`src/rtl/idli_sqi_resp_pkg.sv`:
```
// ============================================================================
// Module      : idli_sqi_resp_pkg
// Description : Shared state encoding and command opcodes for the SQI responder.
// Revision    : 1.0
// ============================================================================
`default_nettype none

package idli_sqi_resp_pkg;

    typedef enum logic [2:0] {
        IDLE    = 3'd0,
        CMD     = 3'd1,
        ADDR    = 3'd2,
        DUMMY   = 3'd3,
        RD_DATA = 3'd4,
        WR_DATA = 3'd5,
        IGNORE  = 3'd6
    } idli_pkg_resp_state_t;

    localparam logic [7:0] SQI_CMD_READ  = 8'h03;
    localparam logic [7:0] SQI_CMD_WRITE = 8'h02;

    // Nibble counter width; covers the address and dummy phases.
    localparam int SQI_CNT_W = 8;

endpackage

`default_nettype wire

```
`src/rtl/idli_sqi_edge_m.sv`:
```
// ============================================================================
// Module      : idli_sqi_edge_m
// Description : Registers the SQI clock and produces single-cycle rise/fall pulses.
// Revision    : 1.0
// ============================================================================
`default_nettype none

module idli_sqi_edge_m (
    input  logic i_edge_clk,
    input  logic i_edge_rst,
    input  logic i_edge_sck,
    output logic o_edge_rise,
    output logic o_edge_fall
);

    logic sck_q;

    always_ff @(posedge i_edge_clk or posedge i_edge_rst) begin
        if (i_edge_rst) begin
            sck_q <= 1'b0;
        end else begin
            sck_q <= i_edge_sck;
        end
    end

    assign o_edge_rise = i_edge_sck & ~sck_q;
    assign o_edge_fall = ~i_edge_sck & sck_q;

endmodule

`default_nettype wire

```
`src/rtl/idli_sqi_resp_m.sv`:
```
// ============================================================================
// Module      : idli_sqi_resp_m
// Description : SQI responder; decodes read/write commands and bridges them to
//               a single-port byte memory with 1-cycle read latency.
// Revision    : 1.0
// ============================================================================
`default_nettype none

module idli_sqi_resp_m
    import idli_sqi_resp_pkg::*;
#(
    parameter int ADDR_W    = 16,
    parameter int DUMMY_NIB = 2
) (
    input  logic              i_resp_gck,
    input  logic              i_resp_rst,
    input  logic              i_resp_sqi_sck,
    input  logic              i_resp_sqi_cs,
    input  logic              i_resp_sqi_mode,
    input  logic [3:0]        i_resp_sqi_data,
    output logic [3:0]        o_resp_sqi_data,
    output logic              o_resp_sqi_oe,
    output logic              o_resp_mem_rd,
    output logic              o_resp_mem_wr,
    output logic [ADDR_W-1:0] o_resp_mem_addr,
    output logic [7:0]        o_resp_mem_wr_data,
    input  logic [7:0]        i_resp_mem_rd_data
);

    localparam logic [SQI_CNT_W-1:0] c_addr_last  = SQI_CNT_W'(ADDR_W / 4 - 1);
    localparam logic [SQI_CNT_W-1:0] c_dummy_last = SQI_CNT_W'(DUMMY_NIB - 1);
    localparam logic [ADDR_W-1:0]    c_addr_one   = ADDR_W'(1);

    idli_pkg_resp_state_t state_q, state_d;
    logic [SQI_CNT_W-1:0] cnt_q, cnt_d;
    logic [3:0]           cmd_hi_q, cmd_hi_d;
    logic                 is_wr_q, is_wr_d;
    logic [ADDR_W-1:0]    addr_q, addr_d;
    logic [7:0]           buf_q, buf_d;
    logic [3:0]           wr_hi_q, wr_hi_d;
    logic                 phase_q, phase_d;
    logic [3:0]           data_q, data_d;
    logic                 oe_q, oe_d;
    logic                 rd_q, rd_d;
    logic                 wr_q, wr_d;
    logic                 pend_q, pend_d;
    logic [ADDR_W-1:0]    maddr_q, maddr_d;
    logic [7:0]           wdata_q, wdata_d;

    logic                 w_rise;
    logic                 w_fall;
    logic [7:0]           w_cmd;

    idli_sqi_edge_m u_edge (
        .i_edge_clk  (i_resp_gck),
        .i_edge_rst  (i_resp_rst),
        .i_edge_sck  (i_resp_sqi_sck),
        .o_edge_rise (w_rise),
        .o_edge_fall (w_fall)
    );

    assign w_cmd = {cmd_hi_q, i_resp_sqi_data};

    always_comb begin
        state_d  = state_q;
        cnt_d    = cnt_q;
        cmd_hi_d = cmd_hi_q;
        is_wr_d  = is_wr_q;
        addr_d   = addr_q;
        buf_d    = buf_q;
        wr_hi_d  = wr_hi_q;
        phase_d  = phase_q;
        data_d   = data_q;
        oe_d     = oe_q;
        rd_d     = 1'b0;
        wr_d     = 1'b0;
        maddr_d  = maddr_q;
        wdata_d  = wdata_q;
        pend_d   = rd_q;

        // Memory answers one cycle after the strobe is seen.
        if (pend_q) begin
            buf_d = i_resp_mem_rd_data;
        end

        if (i_resp_sqi_cs) begin
            state_d = IDLE;
            cnt_d   = '0;
            phase_d = 1'b0;
            oe_d    = 1'b0;
        end else begin
            unique case (state_q)
                IDLE: begin
                    state_d = CMD;
                    cnt_d   = '0;
                end
                CMD: begin
                    if (w_rise) begin
                        cmd_hi_d = i_resp_sqi_data;
                        cnt_d    = cnt_q + 1'b1;
                        if (cnt_q == SQI_CNT_W'(1)) begin
                            cnt_d = '0;
                            if (w_cmd == SQI_CMD_READ) begin
                                state_d = ADDR;
                                is_wr_d = 1'b0;
                            end else if (w_cmd == SQI_CMD_WRITE) begin
                                state_d = ADDR;
                                is_wr_d = 1'b1;
                            end else begin
                                state_d = IGNORE;
                            end
                        end
                    end
                end
                ADDR: begin
                    if (w_rise) begin
                        addr_d = {addr_q[ADDR_W-5:0], i_resp_sqi_data};
                        cnt_d  = cnt_q + 1'b1;
                        if (cnt_q == c_addr_last) begin
                            cnt_d   = '0;
                            phase_d = 1'b0;
                            state_d = is_wr_q ? WR_DATA : DUMMY;
                        end
                    end
                end
                DUMMY: begin
                    if (w_rise) begin
                        if (cnt_q == '0) begin
                            rd_d    = 1'b1;
                            maddr_d = addr_q;
                        end
                        cnt_d = cnt_q + 1'b1;
                        if (cnt_q == c_dummy_last) begin
                            cnt_d   = '0;
                            phase_d = 1'b0;
                            state_d = RD_DATA;
                        end
                    end
                end
                RD_DATA: begin
                    if (w_fall) begin
                        oe_d = i_resp_sqi_mode;
                        if (!phase_q) begin
                            data_d  = buf_q[7:4];
                            phase_d = 1'b1;
                        end else begin
                            // Low nibble out: prefetch the next byte in time for the next fall.
                            data_d  = buf_q[3:0];
                            phase_d = 1'b0;
                            addr_d  = addr_q + c_addr_one;
                            maddr_d = addr_q + c_addr_one;
                            rd_d    = 1'b1;
                        end
                    end
                end
                WR_DATA: begin
                    if (w_rise) begin
                        if (!phase_q) begin
                            wr_hi_d = i_resp_sqi_data;
                            phase_d = 1'b1;
                        end else begin
                            wr_d    = 1'b1;
                            maddr_d = addr_q;
                            wdata_d = {wr_hi_q, i_resp_sqi_data};
                            addr_d  = addr_q + c_addr_one;
                            phase_d = 1'b0;
                        end
                    end
                end
                IGNORE: begin
                    state_d = IGNORE;
                end
                default: begin
                    state_d = IDLE;
                end
            endcase
        end
    end

    always_ff @(posedge i_resp_gck or posedge i_resp_rst) begin
        if (i_resp_rst) begin
            state_q  <= IDLE;
            cnt_q    <= '0;
            cmd_hi_q <= '0;
            is_wr_q  <= 1'b0;
            addr_q   <= '0;
            buf_q    <= '0;
            wr_hi_q  <= '0;
            phase_q  <= 1'b0;
            data_q   <= '0;
            oe_q     <= 1'b0;
            rd_q     <= 1'b0;
            wr_q     <= 1'b0;
            pend_q   <= 1'b0;
            maddr_q  <= '0;
            wdata_q  <= '0;
        end else begin
            state_q  <= state_d;
            cnt_q    <= cnt_d;
            cmd_hi_q <= cmd_hi_d;
            is_wr_q  <= is_wr_d;
            addr_q   <= addr_d;
            buf_q    <= buf_d;
            wr_hi_q  <= wr_hi_d;
            phase_q  <= phase_d;
            data_q   <= data_d;
            oe_q     <= oe_d;
            rd_q     <= rd_d;
            wr_q     <= wr_d;
            pend_q   <= pend_d;
            maddr_q  <= maddr_d;
            wdata_q  <= wdata_d;
        end
    end

    assign o_resp_sqi_data    = data_q;
    assign o_resp_sqi_oe      = oe_q;
    assign o_resp_mem_rd      = rd_q;
    assign o_resp_mem_wr      = wr_q;
    assign o_resp_mem_addr    = maddr_q;
    assign o_resp_mem_wr_data = wdata_q;

endmodule

`default_nettype wire

```
`config.mk`:
```
export PLATFORM = sky130hd
export DESIGN_NAME = idli_sqi_resp_m
export DESIGN_NICKNAME = d
export VERILOG_FILES = /design/src/rtl/idli_sqi_resp_pkg.sv /design/src/rtl/idli_sqi_edge_m.sv /design/src/rtl/idli_sqi_resp_m.sv
export SDC_FILE = /design/constraint.sdc
export NUM_CORES = 1
export LEC_CHECK = 0
export BUFFER_PORTS_ARGS = -buffer_cell sky130_fd_sc_hd__buf_2
export CAP_MARGIN = 20
export CORE_MARGIN = 1
export CORE_UTILIZATION = 53
export DETAILED_ROUTE_END_ITERATION = 16
export GPL_ROUTABILITY_DRIVEN = 0
export MAX_ROUTING_LAYER = met4
export PLACE_DENSITY_LB_ADDON = 0.3
export SYNTH_ARGS = -nofsm -noshare
export SYNTH_HDL_FRONTEND = slang
export SYNTH_SLANG_ARGS = --single-unit
export TNS_END_PERCENT = 10
```
`constraint.sdc`:
```
create_clock -name i_resp_gck -period 2.6 [get_ports i_resp_gck]
set_input_delay 0.52 -clock i_resp_gck [delete_from_list [all_inputs] [get_ports i_resp_gck]]
set_output_delay 0.52 -clock i_resp_gck [all_outputs]
set_load 0.05 [all_outputs]
```
==> impl_metrics.env <==
export IMPL_status="complete, no violations"
export IMPL_dieHeight_um=89.1
export IMPL_fin_crit_sh_pct=79.8
export IMPL_clk_pin_slew_worst_paths_ns=0.08
export IMPL_synthArstFlopShare_pct=100
export IMPL_firstDrtPassIters=5
export IMPL_drc=0
export IMPL_syn_avg_cell_area_um2=9.74
export IMPL_startpoint_type="flip-flop"
export IMPL_start_util_pct=55.2
export IMPL_combPwrFrac_pct=36.9
export IMPL_swShare_pct=40.7
export IMPL_rsz0062_at_grt="false"
export IMPL_cts_setup_buffers=0
export IMPL_drv_cap=0
export IMPL_antenna_found_initial=0
export IMPL_p_int_mw=2.78
export IMPL_arrival_ns=2.35
export IMPL_p_seq_share_pct=41.9
export IMPL_drtAntennaViolNets=0
export IMPL_skew_ns=0.00957
export IMPL_track_usage_pct=23.0
export IMPL_placed_cell_area_mm2=0.00433
export IMPL_ys_top_cells_by_count="dfrtp_1, nor2_1, nand2_1"
export IMPL_crit_fanout=7
export IMPL_grt_max_degree=33
export IMPL_tritoncts="done"
export IMPL_clock_sinks=78
export IMPL_die_w_um=89.1
export IMPL_cts_resized=0
export IMPL_fmax_ghz=0.482
export IMPL_area_delta_synth_final_pct=13.0
export IMPL_finalSetupViolCount=0
export IMPL_clk_insertion_delay_late_ns=0.35
export IMPL_synth_seq_cells=78
export IMPL_final_nets=473
export IMPL_first_global_vias=2911
export IMPL_yosys_area_top_type="dfrtp_1"
export IMPL_synth_area_top_cells="dfrtp_1, mux2_2, nor2_1"
export IMPL_critPathKind="flip-flop to flip-flop"
export IMPL_synth_warnings=0
export IMPL_numCtsBuffers=9
export IMPL_dp_hpwl_um=5560
export IMPL_ys_types=58
export IMPL_rows=31
export IMPL_critical_path_max_stage_delay_ns=0.59
export IMPL_antenna_cells=0
export IMPL_clk_root_buffer_cell="clkbuf_8"
export IMPL_drive_gt1_share_pct=25.4
export IMPL_hp_class="input pin to async pin"
export IMPL_slowest_stage="nor4_1"
export IMPL_hold_violations=0
export IMPL_power_switching_mw=1.91
export IMPL_synth_edff_count=0
export IMPL_synth_ff_type="dfrtp_1"
export IMPL_htree_levels=3
export IMPL_final_fill_count=677
export IMPL_max_slew_margin_rel_pct=54.5
export IMPL_viasPerCell=5.72
export IMPL_power_leakage_nw=2.12
export IMPL_whs_ns=0.267
export IMPL_ioPinCount=48
export IMPL_core_area_mm2=0.00729
export IMPL_rr_startpoint="addr_q[0]"
export IMPL_end_kind="flip-flop"
export IMPL_hold_buffers=0
export IMPL_grt_ovfl_total=0
export IMPL_pwr_density_cell_mw_per_mm2=1030
export IMPL_worstPathRequired_ns=2.88
export IMPL_r2r_cells=6
export IMPL_stdcell_area_mm2=0.00455
export IMPL_drtIter0Drc=266
export IMPL_dieArea_mm2=0.00794
export IMPL_period_needed_ns=2.07
export IMPL_drt_total_wl_um=8000
export IMPL_routed_via_count=3172
export IMPL_clk_path_buf_depth=2
export IMPL_fin_setup_tns_ns=0
export IMPL_ir_drop_mv=0.471
export IMPL_grt_pass1_wl_um=13600
export IMPL_slew_violations=0
export IMPL_place_port_buffers=47
export IMPL_tightest_slew_ns=0.682
export IMPL_wl_per_cell_um=14.4
export IMPL_clock_power_share_pct=21.2
export IMPL_synth_cells=413
export IMPL_synth_most_common_cell="dfrtp_1"
export IMPL_ys_seq_area_share_pct=48.5
export IMPL_netlist_area_leader_share_pct=48.5
export IMPL_crit_chain="ha_1 > nand3_1 > nor4_1 > nand2_1 > xor2_1 > a21oi_1"
export IMPL_syn_cell_area_mm2=0.00402
export IMPL_syn_num_nets=434
export IMPL_cp_startpoint="addr_q[0]"
[cells by family (layout without fill, tap and decap cells)]
group           Yosys count  in the layout  share of synthesized area [%]
simple gates            158            158                           18.9
compound gates           97             97                           16.5
flops                    78             78                           48.5
buf+inv                  34             77                           4.17
mux                      28             28                           7.62
xor+xnor                 14             14                           3.05
fa+ha+maj                 4              4                           1.24
[routing by layer]
layer	routed length (um)	track usage (%)	vias to the layer above
met2	3790	34.3	92
li1	-	-	1541
met1	3710	31.4	1529
met4	100	7.79	0
met5	0	-	-
met3	403	4.71	10
[cell usage in the layout (no fill, tap or decap), drive strengths merged, types with 8 or more instances in the layout]
cell type / Yosys / routed
clkbuf: 10 / 12
xor2: 8 / 8
mux2: 21 / 21
buf: 18 / 56
o21ai: 16 / 16
nand2: 48 / 48
dfrtp: 78 / 78
a21oi: 29 / 29
nand3: 16 / 16
nor2: 54 / 54
[worst paths after layout]
kind	endpoint	slack, ns
max reg2reg	o_resp_mem_addr[12]	0.53
min	buf_q[7]	0.27
min in group i_resp_gck	u_edge.sck_q	0.31
min reg2reg	pend_q	0.38
max	o_resp_mem_addr[12]	0.53
max in group asynchronous	state_q[1]	1.75
[sequential cells by signal, indices dropped and copies added (netlist names)]
| register | count |
|---|---|
| addr_q | 16 |
| buf_q | 8 |
| cmd_hi_q | 4 |
| cnt_q | 8 |
| is_wr_q | 1 |
| o_resp_mem_addr | 16 |
| o_resp_mem_rd | 1 |
| o_resp_mem_wr | 1 |
| o_resp_mem_wr_data | 8 |
| o_resp_sqi_data | 4 |
| o_resp_sqi_oe | 1 |
| pend_q | 1 |
| phase_q | 1 |
| state_q | 3 |
| u_edge.sck_q | 1 |
| wr_hi_q | 4 |
[final cells by class]
type / count / area (um2) / share of cell area, %
flip-flops and latches: 78 / 1950 / 42.9
clock inverters: 3 / 68.8 / 1.51
clock buffers: 12 / 145 / 3.19
inverters: 6 / 22.5 / 0.495
multi-input cells: 301 / 1910 / 41.9
well taps: 99 / 124 / 2.73
repair buffers: 56 / 328 / 7.21
[through the flow]
step	instances	setup slack [ns]	power [mW]	util, %
floorplan	413	0.0850	3.36	-
global route	555	0.340	5.02	62.3
CTS	555	0.591	4.71	62.3
global placement	540	0.426	3.66	59.4
finish	555	0.526	4.69	62.3
detailed placement	540	0.353	3.71	59.4
[power by group through the flow]
stage	sequential, mW	combinational, mW	clock [mW]
after detailed placement	1.98	1.73	0
after floorplan	2.26	1.10	0
after global routing	2.03	1.91	1.07
after CTS	1.96	1.74	1.02
final	1.97	1.73	0.993
after global placement	1.97	1.69	0
[critical path: cells and delay by family (launching register included)]
kind	cells	cell delay (ns)
fa+ha+maj	1	0.28
xor+xnor	1	0.17
flops	1	0.48
simple gates	3	0.91
compound gates	1	0.15
No activity file was read; power rests on OpenSTA's default activity.
